===== src/rtl/fir_pkg.sv =====
// fir_pkg: definitions shared by the coefficient loader and the polyphase
// FIR decimator. Both blocks must size their coefficient address ranges the
// same way, so the derived sizes are computed here as functions.
//   ld_state_e : loader sequencer states
//   poly_num() : taps per polyphase branch
//   n_wr()     : coefficient writes per load (symmetric half, all branches)
package fir_pkg;

  typedef enum logic [1:0] {
    ST_IDLE   = 2'd0,
    ST_LOAD   = 2'd1,
    ST_SETTLE = 2'd2,
    ST_RUN    = 2'd3
  } ld_state_e;

  function automatic int poly_num(input int ord, input int m);
    return (ord + 1) / m;
  endfunction

  // Only the first half of each branch is sent; the decimator mirrors the rest.
  function automatic int n_wr(input int ord, input int m);
    return m * ((poly_num(ord, m) + 1) / 2);
  endfunction

endpackage


===== src/rtl/fir_coeff_loader.sv =====
// fir_coeff_loader: sequences a symmetric half coefficient set from a host
// valid/ready stream into the decimator coefficient write port. It holds off
// the decimator sample flow while loading and for SETTLE_CYC cycles after the
// final write, then passes samples through.
// Ports:
//   clk, rst          clock, asynchronous active-high reset
//   start             one-cycle load request
//   s_valid/s_ready   coefficient beat handshake; s_data beat, s_last final beat
//   c_we/c_addr/c_in  registered decimator coefficient write port
//   smp_valid         upstream sample valid
//   flt_valid_in      sample valid to decimator, only passed in RUN
//   busy              LOAD or SETTLE
//   loaded            complete error-free set resident
//   done              one-cycle pulse on entry to RUN
//   err               sticky malformed-load flag, cleared by the next start
module fir_coeff_loader
  import fir_pkg::*;
#(
  parameter int ORD        = 255,
  parameter int M          = 8,
  parameter int COEFF_SIZE = 16,
  parameter int SETTLE_CYC = 200
) (
  input  logic                      clk,
  input  logic                      rst,
  input  logic                      start,
  input  logic                      s_valid,
  output logic                      s_ready,
  input  logic [COEFF_SIZE-1:0]     s_data,
  input  logic                      s_last,
  output logic                      c_we,
  output logic [$clog2(ORD+1)-1:0]  c_addr,
  output logic [COEFF_SIZE-1:0]     c_in,
  input  logic                      smp_valid,
  output logic                      flt_valid_in,
  output logic                      busy,
  output logic                      loaded,
  output logic                      done,
  output logic                      err
);

  localparam int POLY_NUM = poly_num(ORD, M);
  localparam int N_WR     = M * ((POLY_NUM + 1) / 2);
  localparam int AW       = $clog2(ORD + 1);
  localparam int SW       = (SETTLE_CYC > 0) ? $clog2(SETTLE_CYC + 1) : 1;

  localparam logic [AW-1:0] LAST_IDX    = AW'(N_WR - 1);
  localparam logic [SW-1:0] SETTLE_LAST = SW'((SETTLE_CYC > 0) ? SETTLE_CYC - 1 : 0);
  localparam bit            NO_SETTLE   = (SETTLE_CYC == 0);

  ld_state_e       state_q;
  logic [AW-1:0]   wr_cnt;
  logic [SW-1:0]   settle_cnt;

  // Decoded straight from the state register: no extra sample latency, and
  // ready falls the cycle after the beat that leaves LOAD.
  assign s_ready      = (state_q == ST_LOAD);
  assign busy         = (state_q == ST_LOAD) || (state_q == ST_SETTLE);
  assign flt_valid_in = smp_valid && (state_q == ST_RUN);

  always_ff @(posedge clk or posedge rst) begin
    if (rst) begin
      state_q    <= ST_IDLE;
      wr_cnt     <= '0;
      settle_cnt <= '0;
      c_we       <= 1'b0;
      c_addr     <= '0;
      c_in       <= '0;
      loaded     <= 1'b0;
      done       <= 1'b0;
      err        <= 1'b0;
    end else begin
      c_we <= 1'b0;
      done <= 1'b0;
      case (state_q)
        ST_IDLE: begin
          if (start) begin
            state_q <= ST_LOAD;
            wr_cnt  <= '0;
            loaded  <= 1'b0;
            err     <= 1'b0;
          end
        end

        // start is ignored here; a beat in the same cycle still goes through.
        ST_LOAD: begin
          if (s_valid) begin
            if (s_last && (wr_cnt != LAST_IDX)) begin
              // Short load: the marked beat is dropped, not written.
              err     <= 1'b1;
              state_q <= ST_IDLE;
            end else begin
              c_we   <= 1'b1;
              c_addr <= wr_cnt;
              c_in   <= s_data;
              wr_cnt <= wr_cnt + 1'b1;
              if (wr_cnt == LAST_IDX) begin
                if (s_last) begin
                  state_q    <= ST_SETTLE;
                  settle_cnt <= '0;
                end else begin
                  // Full count reached without a terminator: written, but flagged.
                  err     <= 1'b1;
                  state_q <= ST_IDLE;
                end
              end
            end
          end
        end

        ST_SETTLE: begin
          if (start) begin
            state_q <= ST_LOAD;
            wr_cnt  <= '0;
            loaded  <= 1'b0;
            err     <= 1'b0;
          end else if (NO_SETTLE || (settle_cnt == SETTLE_LAST)) begin
            state_q <= ST_RUN;
            done    <= 1'b1;
            loaded  <= 1'b1;
          end else begin
            settle_cnt <= settle_cnt + 1'b1;
          end
        end

        ST_RUN: begin
          if (start) begin
            state_q <= ST_LOAD;
            wr_cnt  <= '0;
            loaded  <= 1'b0;
            err     <= 1'b0;
          end
        end

        default: state_q <= ST_IDLE;
      endcase
    end
  end

endmodule


===== config.mk =====
export PLATFORM = sky130hd
export DESIGN_NAME = fir_coeff_loader
export DESIGN_NICKNAME = d
export VERILOG_FILES = /design/src/rtl/fir_pkg.sv /design/src/rtl/fir_coeff_loader.sv
export SDC_FILE = /design/constraint.sdc
export NUM_CORES = 1
export LEC_CHECK = 0
export CAP_MARGIN = 20
export CORE_MARGIN = 1
export CORE_UTILIZATION = 45
export DETAILED_ROUTE_END_ITERATION = 16
export PLACE_DENSITY = 0.76
export SLEW_MARGIN = 20
export SYNTH_ARGS = -nofsm -noshare
export SYNTH_HDL_FRONTEND = slang
export SYNTH_SLANG_ARGS = --single-unit

===== constraint.sdc =====
create_clock -name clk -period 1.9 [get_ports clk]
set_input_delay 0.38 -clock clk [delete_from_list [all_inputs] [get_ports clk]]
set_output_delay 0.38 -clock clk [all_outputs]
set_load 0.01 [all_outputs]

==> results.py <==
metrics = {
    "status": {
        "status": "finished, final reports clean",
    },
    "clocking": {
        "cts_tree": "yes",
        "cts_root_buffer": "clkbuf_8",
        "cts_buffers": 5,
        "path_clk_slew_ns": 0.09,
        "ctsLongestPathBuffers": 2,
        "insertion_delay_ns": 0.30,
        "cts.sinks": 46,
        "h-tree-depth": 2,
    },
    "logic_synthesis": {
        "syn_nets": 221,
        "synth_area_leaders": "dfrtp_1, mux2_2, mux2i_1",
        "synth-edff-count": 0,
        "yosys_warnings": 0,
        "ys.flop_type": "dfrtp_1",
        "synthTopCellsByCount": "dfrtp_1, mux2_2, nand2_1",
        "postSynthAreaPerCell_um2": 11.7,
        "synth_top_cell_by_area": "dfrtp_1",
        "synth.most_common_cell": "dfrtp_1",
        "synthesis.area_mm2": 0.00226,
        "ys_ff_latch": 46,
        "async_flop_share_pct": 100,
        "synth_cell_types": 44,
        "synthCells": 193,
        "yosysSeqAreaShare_pct": 50.9,
        "yosysTopAreaCellShare_pct": 50.9,
    },
    "global_routing": {
        "overflow": 0,
        "antenna_found_initial": 0,
        "grt_use_total_pct": 20.9,
        "grt_max_degree": 47,
        "grt_pass1_vias": 1860,
        "grt_pass1_wl_um": 8480,
    },
    "floorplanning": {
        "die_y_um": 72.9,
        "die_w_um": 72.9,
        "initial_core_util_pct": 47.3,
        "io_pins": 53,
        "die-area_mm2": 0.00531,
        "core-area_mm2": 0.00479,
        "std_cell_rows": 25,
    },
    "layout": {
        "diodes": 0,
        "fin_util_pct": 67.7,
        "nets": 294,
        "drive_gt1_share_pct": 28.1,
        "syn2layout_area_growth_pct": 43.1,
    },
    "setup_path": {
        "crit_arrival_ns": 2.03,
        "path_class": "flop to flop",
        "critPathBufInv": 1,
        "crit_family": "simple AND/OR/NAND/NOR gates",
        "cp_slowest_stage_delay_ns": 0.48,
        "crit_fanout": 5,
        "cp_data_required_time_ns": 2.09,
        "cp-end-kind": "flop",
        "cp_slowest_cell": "or3_4",
        "startpoint_type": "flop",
        "worstPathCellList": "inv_2 > ha_4 > nand3_1 > or3_4 > and3_1 > a311o_1",
        "crit_start": "state_q[1]",
        "r2r-start": "state_q[1]",
    },
    "drt": {
        "num_vias": 1826,
        "vias_per_cell": 5.47,
        "firstDrtPassIters": 4,
        "drc": 0,
        "wirelength_um": 4990,
        "drt_iter0_drc": 165,
        "ant_nets": 0,
        "wl_per_cell_um": 14.9,
    },
    "timing": {
        "rsz0062_at_grt": "yes",
        "setup_viol": 0,
        "hold_viol": 0,
        "maxSlewViolCount": 0,
        "fin_skew_ns": 0.00697,
        "worstMarginPinSlew_ns": 0.357,
        "finalCritPeriodShare_pct": 97.1,
        "timing.fmax_mhz": 542,
        "fin_crit_ns": 1.85,
        "slew_headroom_pct": 76.2,
        "tns_ns": 0,
    },
    "placement": {
        "io_buffers": 52,
        "gp_congestion": 0.833,
        "hpwl_um": 3420,
    },
    "power": {
        "irDropWorstVdd_mv": 0.838,
        "power.density_mw_per_mm2": 1050,
        "p_total_mw": 3.40,
        "leakage_nw": 1.41,
    },
    "worst_hold_path": {
        "hold_path.class": "input port to async pin",
    },
    "job": {
        "cap_violations": 0,
    },
}
[sequential cells by signal, indices dropped and copies added, names as in the netlist]
register	flops
c_in	16
loaded	1
settle_cnt	8
wr_cnt	8
done	1
c_we	1
state_q	2
c_addr	8
err	1
[metrics by stage]
stage / setup WS (ns) / area, µm² / hold slack [ns] / instances
2_1_floorplan: 0.0433 / 2260 / 0.468 / 193
4_1_cts: 0.0194 / 3120 / 0.428 / 332
3_5_place_dp: -0.184 / 3010 / 0.492 / 324
3_3_place_gp: -0.123 / 3010 / 0.486 / 324
6_report: 0.0546 / 3240 / 0.420 / 334
5_1_grt: -0.0429 / 3240 / 0.452 / 334
[layout make-up]
cell class | count | area [µm²]
clock inverter | 2 | 37.5
tap | 67 | 83.8
sequential | 46 | 1150
fill | 349 | 1550
multi-input combinational | 128 | 1140
timing repair buffer | 71 | 697
clock buffer | 6 | 72.6
inverter | 14 | 52.6
[timing repair]
action	CTS	global route
hold buffers	0	0
gates resized for setup	6	21
pin swaps	0	3
cloned	0	1
buffers inserted	0	1
endpoints found under the setup margin	3	12
[power by group]
part / switching (mW) / internal, mW / total, mW
registers: 0.138 / 1.23 / 1.37
logic: 0.552 / 0.767 / 1.32
clock network: 0.325 / 0.392 / 0.718
[final timing paths]
kind	end	slack (ns)	depth (start not counted)
max	settle_cnt[7]	0.05	6
min	settle_cnt[1]	0.42	3
max reg2reg	settle_cnt[7]	0.05	6
min reg2reg	c_in[2]	0.51	1
max in group asynchronous	wr_cnt[4]	1.26	3
min in group clk	c_in[2]	0.51	1
[logic make-up after synthesis]
group                    count (synthesis)  synth area share [%]
AND/OR/NAND/NOR                         55                  14.1
buffers and inverters                   20                  3.82
flip-flops                              46                  50.9
adder cells (fa/ha/maj)                  6                  3.32
multiplexers                            34                  16.4
XOR/XNOR                                 1                 0.387
AO/OA/AOI/OAI                           31                  11.1
[layout by cell type (no fill, tap or decap), drive strengths merged, types with 2 or more instances in the layout]
cell | synthesis | final
a21oi | 2 | 2
a22oi | 3 | 3
a311o | 3 | 3
inv | 14 | 14
nor2 | 2 | 2
nor3 | 2 | 2
clkdlybuf4s50 | 0 | 49
ha | 6 | 6
dlygate4sd2 | 0 | 2
and3 | 4 | 4
nor4 | 4 | 4
nand2 | 21 | 21
o211ai | 3 | 3
nand3 | 5 | 5
mux2i | 9 | 9
nand4 | 4 | 4
dfrtp | 46 | 46
a2111oi | 4 | 4
mux2 | 25 | 25
clkbuf | 1 | 7
nand2b | 2 | 2
or3 | 4 | 5
o22ai | 4 | 4
buf | 5 | 19
nand4b | 3 | 3
o21ai | 5 | 5
[layer usage]
| layer | GRT usage [%] | vias up | part of all wire (%) |
|---|---|---|---|
| met5 | 0 | - | 0 |
| met2 | 33.5 | 58 | 50 |
| met4 | 8.28 | 0 | 1.1 |
| met3 | 4.42 | 6 | 5.1 |
| met1 | 27.8 | 909 | 44 |
| li1 | - | 853 | - |
[tightest hold or removal path, cell delays in order]
cell             delay [ns]
clkdlybuf4s50_1        0.41
inv_2                  0.07
buf_12                 0.24
(Power assumes the default switching activity.)
